`config.mk`:
```
export PLATFORM = sky130hd
export DESIGN_NAME = logic_unit_arbiter
export DESIGN_NICKNAME = d
export VERILOG_FILES = /design/src/rtl/logic_unit_arbiter.sv
export SDC_FILE = /design/constraint.sdc
export NUM_CORES = 1
export LEC_CHECK = 0
export ABC_AREA = 1
export CAP_MARGIN = 20
export CORE_MARGIN = 2
export CORE_UTILIZATION = 50
export DETAILED_ROUTE_END_ITERATION = 16
export MAX_ROUTING_LAYER = met4
export PLACE_DENSITY = 0.88
export SLEW_MARGIN = 20
export SYNTH_ARGS = -nofsm -noshare
export SYNTH_HDL_FRONTEND = slang
export SYNTH_SLANG_ARGS = --single-unit
```
`constraint.sdc`:
```
create_clock -name clk -period 4.2 [get_ports clk]
set_clock_uncertainty 0.2 [all_clocks]
set_input_delay 0.84 -clock clk [delete_from_list [all_inputs] [get_ports clk]]
set_output_delay 0.84 -clock clk [all_outputs]
set_load 0.02 [all_outputs]
```
`src/rtl/logic_unit_arbiter.sv`:
```
// logic_unit_arbiter: round-robin share of one bitwise logic unit among NREQ valid/ready requesters.
// Define LOGIC_ARB_STATS_EN to add a saturating op_count of completed responses.
module logic_unit_arbiter #(
    parameter int NREQ  = 4,
    parameter int WIDTH = 8,
    parameter int IDW   = 2
) (
    input  logic                  clk,
    input  logic                  rst_n,
    input  logic [NREQ-1:0]       req_valid,
    output logic [NREQ-1:0]       req_ready,
    input  logic [NREQ*WIDTH-1:0] req_a,
    input  logic [NREQ*WIDTH-1:0] req_b,
    input  logic [NREQ*3-1:0]     req_op,
    output logic                  rsp_valid,
    input  logic                  rsp_ready,
    output logic [WIDTH-1:0]      rsp_data,
    output logic [IDW-1:0]        rsp_id,
`ifdef LOGIC_ARB_STATS_EN
    output logic [15:0]           op_count,
`endif
    output logic                  busy
);
    typedef enum logic [1:0] {IDLE, EXEC, RESP} state_t;
    state_t state, state_nxt;
    logic [IDW-1:0] rr_ptr, id_q, grant_id;
    logic grant_vld;
    logic [2*NREQ-1:0] dbl;
    logic [NREQ-1:0] rot;
    logic [IDW:0] sum;
    logic [WIDTH-1:0] a_q, b_q, result;
    logic [2:0] op_q;
    // Rotate so bit 0 is rr_ptr; the lowest set bit of rot is the winner.
    always_comb begin
        dbl = {req_valid, req_valid} >> rr_ptr;
        rot = dbl[NREQ-1:0];
        grant_vld = 1'b0;
        sum = '0;
        for (int k = NREQ - 1; k >= 0; k--) begin
            if (rot[k]) begin
                grant_vld = 1'b1;
                sum = {1'b0, rr_ptr} + (IDW+1)'(k);
            end
        end
        grant_id = (sum >= (IDW+1)'(NREQ)) ? IDW'(sum - (IDW+1)'(NREQ)) : IDW'(sum);
    end
    assign req_ready = (rst_n && state == IDLE && grant_vld) ? (NREQ'(1) << grant_id) : '0;
    assign busy = (state != IDLE);
    always_comb begin
        case (op_q)
            3'd0:    result = a_q & b_q;
            3'd1:    result = a_q | b_q;
            3'd2:    result = ~(a_q & b_q);
            3'd3:    result = ~(a_q | b_q);
            3'd4:    result = a_q ^ b_q;
            3'd5:    result = ~(a_q ^ b_q);
            3'd6:    result = ~a_q;
            default: result = ~b_q;
        endcase
    end
    always_comb begin
        state_nxt = state;
        case (state)
            IDLE:    state_nxt = grant_vld ? EXEC : IDLE;
            EXEC:    state_nxt = RESP;
            RESP:    state_nxt = rsp_ready ? IDLE : RESP;
            default: state_nxt = IDLE;
        endcase
    end
    always_ff @(posedge clk or negedge rst_n) begin
        if (!rst_n) state <= IDLE;
        else        state <= state_nxt;
    end
    always_ff @(posedge clk or negedge rst_n) begin
        if (!rst_n) begin
            rr_ptr    <= '0;
            id_q      <= '0;
            a_q       <= '0;
            b_q       <= '0;
            op_q      <= '0;
            rsp_valid <= 1'b0;
            rsp_data  <= '0;
            rsp_id    <= '0;
        end else begin
            if (state == IDLE && grant_vld) begin
                a_q  <= req_a[grant_id*WIDTH +: WIDTH];
                b_q  <= req_b[grant_id*WIDTH +: WIDTH];
                op_q <= req_op[grant_id*3 +: 3];
                id_q <= grant_id;
            end
            if (state == EXEC) begin
                rsp_data  <= result;
                rsp_id    <= id_q;
                rsp_valid <= 1'b1;
            end
            if (state == RESP && rsp_ready) begin
                rsp_valid <= 1'b0;
                rr_ptr    <= (id_q == IDW'(NREQ - 1)) ? '0 : id_q + 1'b1;
            end
        end
    end
`ifdef LOGIC_ARB_STATS_EN
    always_ff @(posedge clk or negedge rst_n) begin
        if (!rst_n)                                                 op_count <= '0;
        else if (state == RESP && rsp_ready && op_count != 16'hFFFF) op_count <= op_count + 16'd1;
    end
`endif
endmodule
```
# Word level (Yosys, flattened, before mapping)
# Cells that the tools add are included.
# totals
register_bits,36
# op_classes
eq_ne,9
bitwise,8
add_sub_neg,5
magnitude_cmp,1
n_mux,17
n_reduce_logical,8
multipliers,1
n_shift,5
# ops
op,count
32-bit by 6-bit variable part select with 8-bit output,2
8-bit one-hot mux with 7 select lines,1
8-bit NOT,5
3-bit 2-to-1 mux,4
12-bit by 5-bit variable part select with 3-bit output,1
"3-bit equality test, second input constant",3
8-bit AND,1
8-bit OR,1
8-bit by 2-bit right shift with 4-bit output,1
8-bit bitwise XOR,1
1-bit 2-to-1 mux,7
"2-bit by 2-bit adder with 3-bit output, second input constant",2
"3-bit by 2-bit equality test with 1-bit output, second input constant",2
2-bit 2-to-1 mux,3
2-bit one-hot mux with 3 select lines,1
"2-bit equality test, second input constant",2
1-bit logical AND,4
"2-bit by 2-bit multiplier with 4-bit output, second input constant",1
4-bit 2-to-1 mux,1
2-bit nonzero test,2
"1-bit by 2-bit << shifter with 4-bit output, first input constant",1
"2-bit by 1-bit adder with 3-bit output, second input constant",1
"3-bit by 1-bit equality test with 1-bit output, second input constant",1
"3-bit greater-or-equal comparator, second input constant",1
other kinds (5),5

# Longest topological paths before layout
# Gate-level depths: netlist (run 1).
# depth
depth_word,9
depth_mapped,14

# Least setup slack after synthesis (run 1)
# No wires, ideal clock.
# synth_timing
path_type,input port to output port
startpoint,input port req_valid[3]
endpoint,output port req_ready[0]
stages,10
arrival_ps,2057
t_required_ps,3160
setup_slack_ps,1103
path_cell_list,inv_1 nand2_1 nand3_1 nand2_1 inv_2 nand2_2 nand2_4 nand2_4 buf_2 nor3_1
# synth_between
elab_chain_cells,9
elab_cells_between_ends,15
# synth_lines
element,line,source
from (decl),10,"input logic [NREQ-1:0] req_valid,"
8-bit by 2-bit right shift with 4-bit output *,35,"dbl = {req_valid, req_valid} >> rr_ptr;"
3-bit 2-to-1 mux (4 in series),40,if (rot[k]) begin
3-bit greater-or-equal comparator / 2-bit by 1-bit subtractor with 2-bit output (equally long branches),45,grant_id = (sum >= (IDW+1)'(NREQ)) ? IDW'(sum - (IDW+1)'(NREQ)) : IDW'(sum);
2-bit 2-to-1 mux,45,
1-bit by 2-bit << shifter with 4-bit output,47,assign req_ready = (rst_n && state == IDLE && grant_vld) ? (NREQ'(1) << grant_id) : '0;
4-bit 2-to-1 mux *,47,
to (decl),11,"output logic [NREQ-1:0] req_ready,"
# Mark *: on every way between the ends. The rest lies on a longest branch, timed or not.

# Worst setup path after layout (run 1)
# layout_timing
startpoint,input port req_valid[3]
endpoint,output port req_ready[3]
# Same word-level chain as after synthesis.

==> results of run 1 <==
[path summary, 6_finish.rpt]
check                             start           end  depth (start not counted)
max                        req_valid[3]  req_ready[3]                         12
min                         rsp_data[2]   rsp_data[2]                          2
max reg2reg                   rr_ptr[0]        b_q[6]                         13
min reg2reg                 rsp_data[2]   rsp_data[2]                          2
max in group asynchronous         rst_n        b_q[7]                          2
min in group asynchronous         rst_n      state[1]                          2
[metal layers]
layer,vias up,track usage (%),routed length [µm]
li1,1708,-,-
met1,1551,36.0,3930
met2,139,45.1,4340
met3,8,2.47,548
met4,0,5.87,82
met5,-,-,0
[cell type report]
type	count	area (µm²)	share of cell area [%]
Clock inverter	2	12.5	0.297
Tap cell	77	96.3	2.29
Timing Repair Buffer	105	1030	24.4
Clock buffer	5	68.8	1.63
Multi-Input combinational cell	345	1850	43.9
Inverter	67	254	6.03
Sequential cell	36	901	21.4
[metrics by stage]
step / cells / total power [W] / hold slack, ns / setup slack (ns)
after floorplan: 470 / 0.00239 / 0.261 / 1.10
after global placement: 630 / 0.00280 / 0.262 / 0.271
after detailed placement: 630 / 0.00289 / 0.265 / 0.210
after CTS: 637 / 0.00315 / 0.285 / 0.208
after global routing: 637 / 0.00350 / 0.313 / 0.0234
final: 637 / 0.00317 / 0.279 / 0.185
[tightest hold or removal path, cell delays in order, from the launching register on]
cell	delay, ns
dfrtp_1	0.35
nand2_1	0.05
nand2_1	0.05
[power groups by stage]
stage	Clock (W)	Sequential [W]	Combinational (W)
floorplan	0	0.000703	0.00169
global placement	0	0.000698	0.00211
detailed placement	0	0.000709	0.00219
CTS	0.000246	0.000705	0.00220
global route	0.000260	0.000735	0.00250
finish	0.000243	0.000710	0.00222
[flip-flops by register name (all words and copies together), names as in the netlist]
signal / count
id_q: 2
state: 2
rsp_id: 2
a_q: 8
rr_ptr: 2
op_q: 3
rsp_valid: 1
b_q: 8
rsp_data: 8
[kinds of logic (layout without fill, tap and decap cells)]
kind of cell	Yosys count	count (layout)	share of synthesized area, %
buffers and inverters	89	179	13.4
flip-flops	36	36	28.4
AND/OR/NAND/NOR	274	274	41.7
adder cells (fa/ha/maj)	17	17	6.70
AO/OA/AOI/OAI	54	54	9.81
[placed cells by master (no fill, tap or decap), drive strengths merged]
cell / instances
o21bai: 1
dfrtp: 36
o31ai: 1
clkdlybuf4s50: 97
nand3b: 19
inv: 65
nand2: 134
clkbuf: 5
buf: 8
clkinv: 3
a21oi: 19
nor2: 27
o22ai: 13
a211oi: 4
o21ai: 12
nand3: 92
clkinvlp: 1
o211ai: 4
ha: 17
nor3: 2
[cell usage after synthesis]
| cell | instances | share of area (%) |
|---|---|---|
| nand2_1 | 126 | 15 |
| nand3_1 | 77 | 12 |
| inv_1 | 61 | 7.2 |
| dfrtp_1 | 36 | 28 |
| nor2_1 | 26 | 3.1 |
| a21oi_1 | 19 | 3.0 |
| nand3b_1 | 19 | 4.5 |
| ha_1 | 17 | 6.7 |
| nand3_2 | 15 | 4.7 |
| o22ai_1 | 13 | 2.6 |
| o21ai_0 | 12 | 1.9 |
| buf_2 | 8 | 1.3 |
| nand2_2 | 6 | 1.2 |
| buf_6 | 5 | 1.8 |
| a211oi_1 | 4 | 0.95 |
| buf_4 | 4 | 0.95 |
| o211ai_1 | 4 | 0.95 |
| clkbuf_1 | 3 | 0.35 |
| inv_2 | 3 | 0.35 |
| clkinv_1 | 2 | 0.24 |
| nand2_4 | 2 | 0.71 |
| nor3_1 | 2 | 0.32 |
| buf_12 | 1 | 0.63 |
| buf_8 | 1 | 0.47 |
| inv_4 | 1 | 0.20 |
| nor2_2 | 1 | 0.20 |
| o21bai_1 | 1 | 0.24 |
| o31ai_1 | 1 | 0.24 |
==> flow_summary.toml, run 1 <==
[clock_network]
cts_setup_buffers = 0
cts_tree = "done"
numCtsBuffers = 5
insertion_delay_ns = 0.29
cts_hold_buf = 0
cts-root-buf = "clkbuf_8"
cts_resized = 0
clock-sinks = 36
clk_path_buf_depth = 2
htree_num_levels = 2
clk_pin_slew_ns = 0.08

[placement]
placed_cell_area_um2 = 4130
io_buffers = 98
gp_congestion = 0.921
place_hpwl_um = 6890

[worst_setup_path]
r2r_slack_ns = 1.80
cpMostUsedCell = "nand2_1"
crit_fanout = 21
cp.buffers_inverters = 5
worstSetupStartpointType = "input port"
slowest_stage = "clkdlybuf4s50_1"
end_kind = "output port"
critPathTopFamily = "buffers and inverters"
crit_chain = "clkdlybuf4s50_1 -> inv_1 -> nand2_1 -> nand3_1 -> nand2_1 -> inv_1 -> nand2_1 -> nand2_1 -> inv_2 -> nand2_1 -> nor2_1 -> clkdlybuf4s50_1"
critPathRequiredTime_ns = 3.16
worst-setup-path-type = "in -> out"
cp.arrival_ns = 2.97
critPathMaxStageDelay_ns = 0.62

[power_and_ir_drop]
p_int_w = 0.00145
seqPwrFrac_pct = 22.4
ir_drop_mv = 0.509
power.switching_w = 0.00172
comb_power_share_pct = 69.9
p_leak_nw = 2.09
p_per_area_nw_per_um2 = 753
switching_share_pct = 54.3
clock_power_share_pct = 7.7

[global_routing]
grt_pass1_wl_um = 15200
antenna_found_initial = 0
grt_max_degree = 39
grt-ovfl-total = 0
grt_use_total_pct = 27.0
grt_pass1_vias = 3296

[timing]
hold_viol_final = 0
rsz0062_at_grt = "false"
setup_tns_ns = 0
fmax_ghz = 0.249
slew_headroom_pct = 59.2
period_minus_slack_ns = 4.01
finalSetupViolCount = 0
drv_slew = 0
worst_pin_slew_ns = 0.610
finalCritPeriodShare_pct = 95.6

[detailed_routing]
totalWireLength_um = 8910
wire_per_inst_um = 14.0
drtPass1Iterations = 5
drt_iter0_drc = 276
drc = 0
ant_nets = 0
viasPerCell = 5.35
vias = 3406

[cells_and_area]
diodes = 0
nets = 660
stdcell_area_um2 = 4210
fin_util_pct = 67.5
drive_gt1_share_pct = 7.68
fill_cells = 566
syn_to_final_growth_pct = 32.5

[job]
drv_cap = 0

[floorplanning]
initial_core_util_pct = 50.9
die_x_um = 83.7
rows = 29
ios = 99
dieArea_um2 = 7010
core_um2 = 6240
fp.dieH_um = 83.7

[synth]
syn-num-nets = 570
synthCells = 470
synth_warnings = 0
synth.yosys.seq_area_share_pct = 28.4
netlist_area_um2 = 3180
yosysUniqueCellTypes = 28
syn_area_per_cell_um2 = 6.76
ys_seq_elements = 36

[worst_hold_path]
hold_path.class = "reg -> reg"

[status]
status = "completed"
No activity file was read; power rests on OpenSTA's default activity.
==> run 2, diff against run 1 <==
--- a/config.mk
+++ b/config.mk
@@ -8,10 +8,10 @@
 export ABC_AREA = 1
 export CAP_MARGIN = 20
 export CORE_MARGIN = 2
-export CORE_UTILIZATION = 50
+export CORE_UTILIZATION = 42
 export DETAILED_ROUTE_END_ITERATION = 16
 export MAX_ROUTING_LAYER = met4
-export PLACE_DENSITY = 0.88
+export PLACE_DENSITY = 0.73
 export SLEW_MARGIN = 20
 export SYNTH_ARGS = -nofsm -noshare
 export SYNTH_HDL_FRONTEND = slang
==> run 2 against run 1 <==
Sequential share of layout area fell by 0.33 points; flip-flop and latch count unchanged; highest routed layer unchanged; global-route usage is 4.6 points lower; non-clock buffer count grew 1; via count grew 0.70%; maximum frequency is 1.9% higher.
==> flow_summary.toml, run 2 (synthesized netlist as in run 1, its figures left out) <==
[clock_network]
htree_num_levels = 2
cts-root-buf = "clkbuf_8"
cts_resized = 0
cts_hold_buf = 0
cts_tree = "done"
clock-sinks = 36
cts_setup_buffers = 0
insertion_delay_ns = 0.30
clk_pin_slew_ns = 0.08
numCtsBuffers = 5
clk_path_buf_depth = 2

[power_and_ir_drop]
ir_drop_mv = 0.463
p_leak_nw = 2.11
p_per_area_nw_per_um2 = 756

[worst_setup_path]
cp.arrival_ns = 2.90
cp.buffers_inverters = 3
worstSetupStartpointType = "input port"
slowest_stage = "clkdlybuf4s50_1"
crit_fanout = 19
end_kind = "output port"
critPathMaxStageDelay_ns = 0.64
critPathTopFamily = "buffers and inverters"
worst-setup-path-type = "in -> out"
critPathRequiredTime_ns = 3.16
crit_chain = "clkdlybuf4s50_1 -> inv_1 -> nand2_1 -> nand3_2 -> nand2_1 -> nand2_2 -> nand3_2 -> nand2_4 -> nor3_1 -> clkdlybuf4s50_1"

[detailed_routing]
drt_iter0_drc = 240
vias = 3430
ant_nets = 0
drc = 0
viasPerCell = 5.19
totalWireLength_um = 9000
drtPass1Iterations = 5
wire_per_inst_um = 13.6

[floorplanning]
ios = 99
core_um2 = 7290
dieArea_um2 = 8280
die_x_um = 91.0
rows = 31
initial_core_util_pct = 43.6
fp.dieH_um = 91.0

[worst_hold_path]
hold_path.class = "reg -> reg"

[timing]
finalSetupViolCount = 0
worst_pin_slew_ns = 0.630
setup_tns_ns = 0
fmax_ghz = 0.254
period_minus_slack_ns = 3.94
rsz0062_at_grt = "false"
slew_headroom_pct = 57.9
finalCritPeriodShare_pct = 93.8
hold_viol_final = 0
drv_slew = 0

[cells_and_area]
largestRegisters = "a_q: 8 flops, b_q: 8 flops, rsp_data: 8 flops"
syn_to_final_growth_pct = 34.6
fill_cells = 717
final_cell_mix = "126 x nand2_1, 97 x clkdlybuf4s50_1, 77 x nand3_1"
layout_commonest_cell = "nand2_1"
diodes = 0
nets = 661
drive_gt1_share_pct = 8.01
stdcell_area_um2 = 4280

[global_routing]
grt_pass1_wl_um = 14800
grt_pass1_vias = 3185
grt-ovfl-total = 0
grt_use_total_pct = 22.4
antenna_found_initial = 0
grt_max_degree = 39

[placement]
gp_congestion = 0.866
place_hpwl_um = 6880
placed_cell_area_um2 = 4160
io_buffers = 98

[job]
drv_cap = 0

[status]
status = "completed"
==> run 2: worst reg2reg max path, delay by kind of cell, from the launching register on <==
family	cells	cell delay (ns)
flip-flops	1	0.65
buffers and inverters	2	0.40
AND/OR/NAND/NOR	11	1.08
==> run 2: routing by layer <==
metal	routed length, µm	global-route usage [%]	share of wire, %	vias up
met5	0	-	0	-
met4	131	6.19	1.5	0
met3	614	3.32	6.8	12
met2	4130	35.4	46	142
met1	4120	30.0	46	1564
li1	-	-	-	1712
==> run 2: area by class of cell <==
cell class	instances	area, µm²	share of cell area, %
inverter	67	254	5.94
clock inverter	3	42.5	0.995
tap	99	124	2.90
clock buffer	5	68.8	1.61
timing repair buffer	106	1040	24.2
sequential	36	901	21.1
multi-input combinational	345	1850	43.3
==> run 2: metrics by stage <==
| step | util [%] | hold WS (ns) | instances | power [W] | setup WS [ns] |
|---|---|---|---|---|---|
| final | 58.6 | 0.279 | 661 | 0.00323 | 0.262 |
| after global routing | 58.6 | 0.312 | 661 | 0.00357 | 0.149 |
| after CTS | 58.6 | 0.286 | 661 | 0.00323 | 0.266 |
| after detailed placement | 57.1 | 0.265 | 653 | 0.00291 | 0.276 |
| after global placement | 57.1 | 0.262 | 653 | 0.00285 | 0.350 |
| after floorplan | - | 0.261 | 470 | 0.00239 | 1.10 |
==> run 2: path summary, 6_finish.rpt <==
| check | startpoint | end | slack, ns | cells past startpoint |
|---|---|---|---|---|
| min in group asynchronous | rst_n | state[1] | 0.44 | 2 |
| setup / recovery | req_valid[1] | req_ready[0] | 0.26 | 10 |
| setup reg to reg | rr_ptr[0] | b_q[7] | 1.80 | 13 |
| hold reg to reg | rsp_data[3] | rsp_data[3] | 0.28 | 2 |
| hold / removal | rsp_data[3] | rsp_data[3] | 0.28 | 2 |
| max in group asynchronous | rst_n | op_q[1] | 3.04 | 2 |
==> run 2: power breakdown <==
group	total [W]	switching (W)	leakage, nW	internal [W]
sequential	0.000707	0.000182	0.443	0.000526
combinational	0.00222	0.00139	1.61	0.000824
clock	0.000310	0.000135	0.0541	0.000176
total	0.00323	0.00171	2.11	0.00153
==> run 3, diff against run 2 <==
--- a/config.mk
+++ b/config.mk
@@ -6,9 +6,10 @@
 export NUM_CORES = 1
 export LEC_CHECK = 0
 export ABC_AREA = 1
-export CAP_MARGIN = 20
+export CAP_MARGIN = 0
 export CORE_MARGIN = 2
 export CORE_UTILIZATION = 42
+export CTS_CLUSTER_DIAMETER = 120
 export DETAILED_ROUTE_END_ITERATION = 16
 export MAX_ROUTING_LAYER = met4
 export PLACE_DENSITY = 0.73
==> results of run 3 <==
The final DEF is identical to that of run 2; final timing and power are the same.
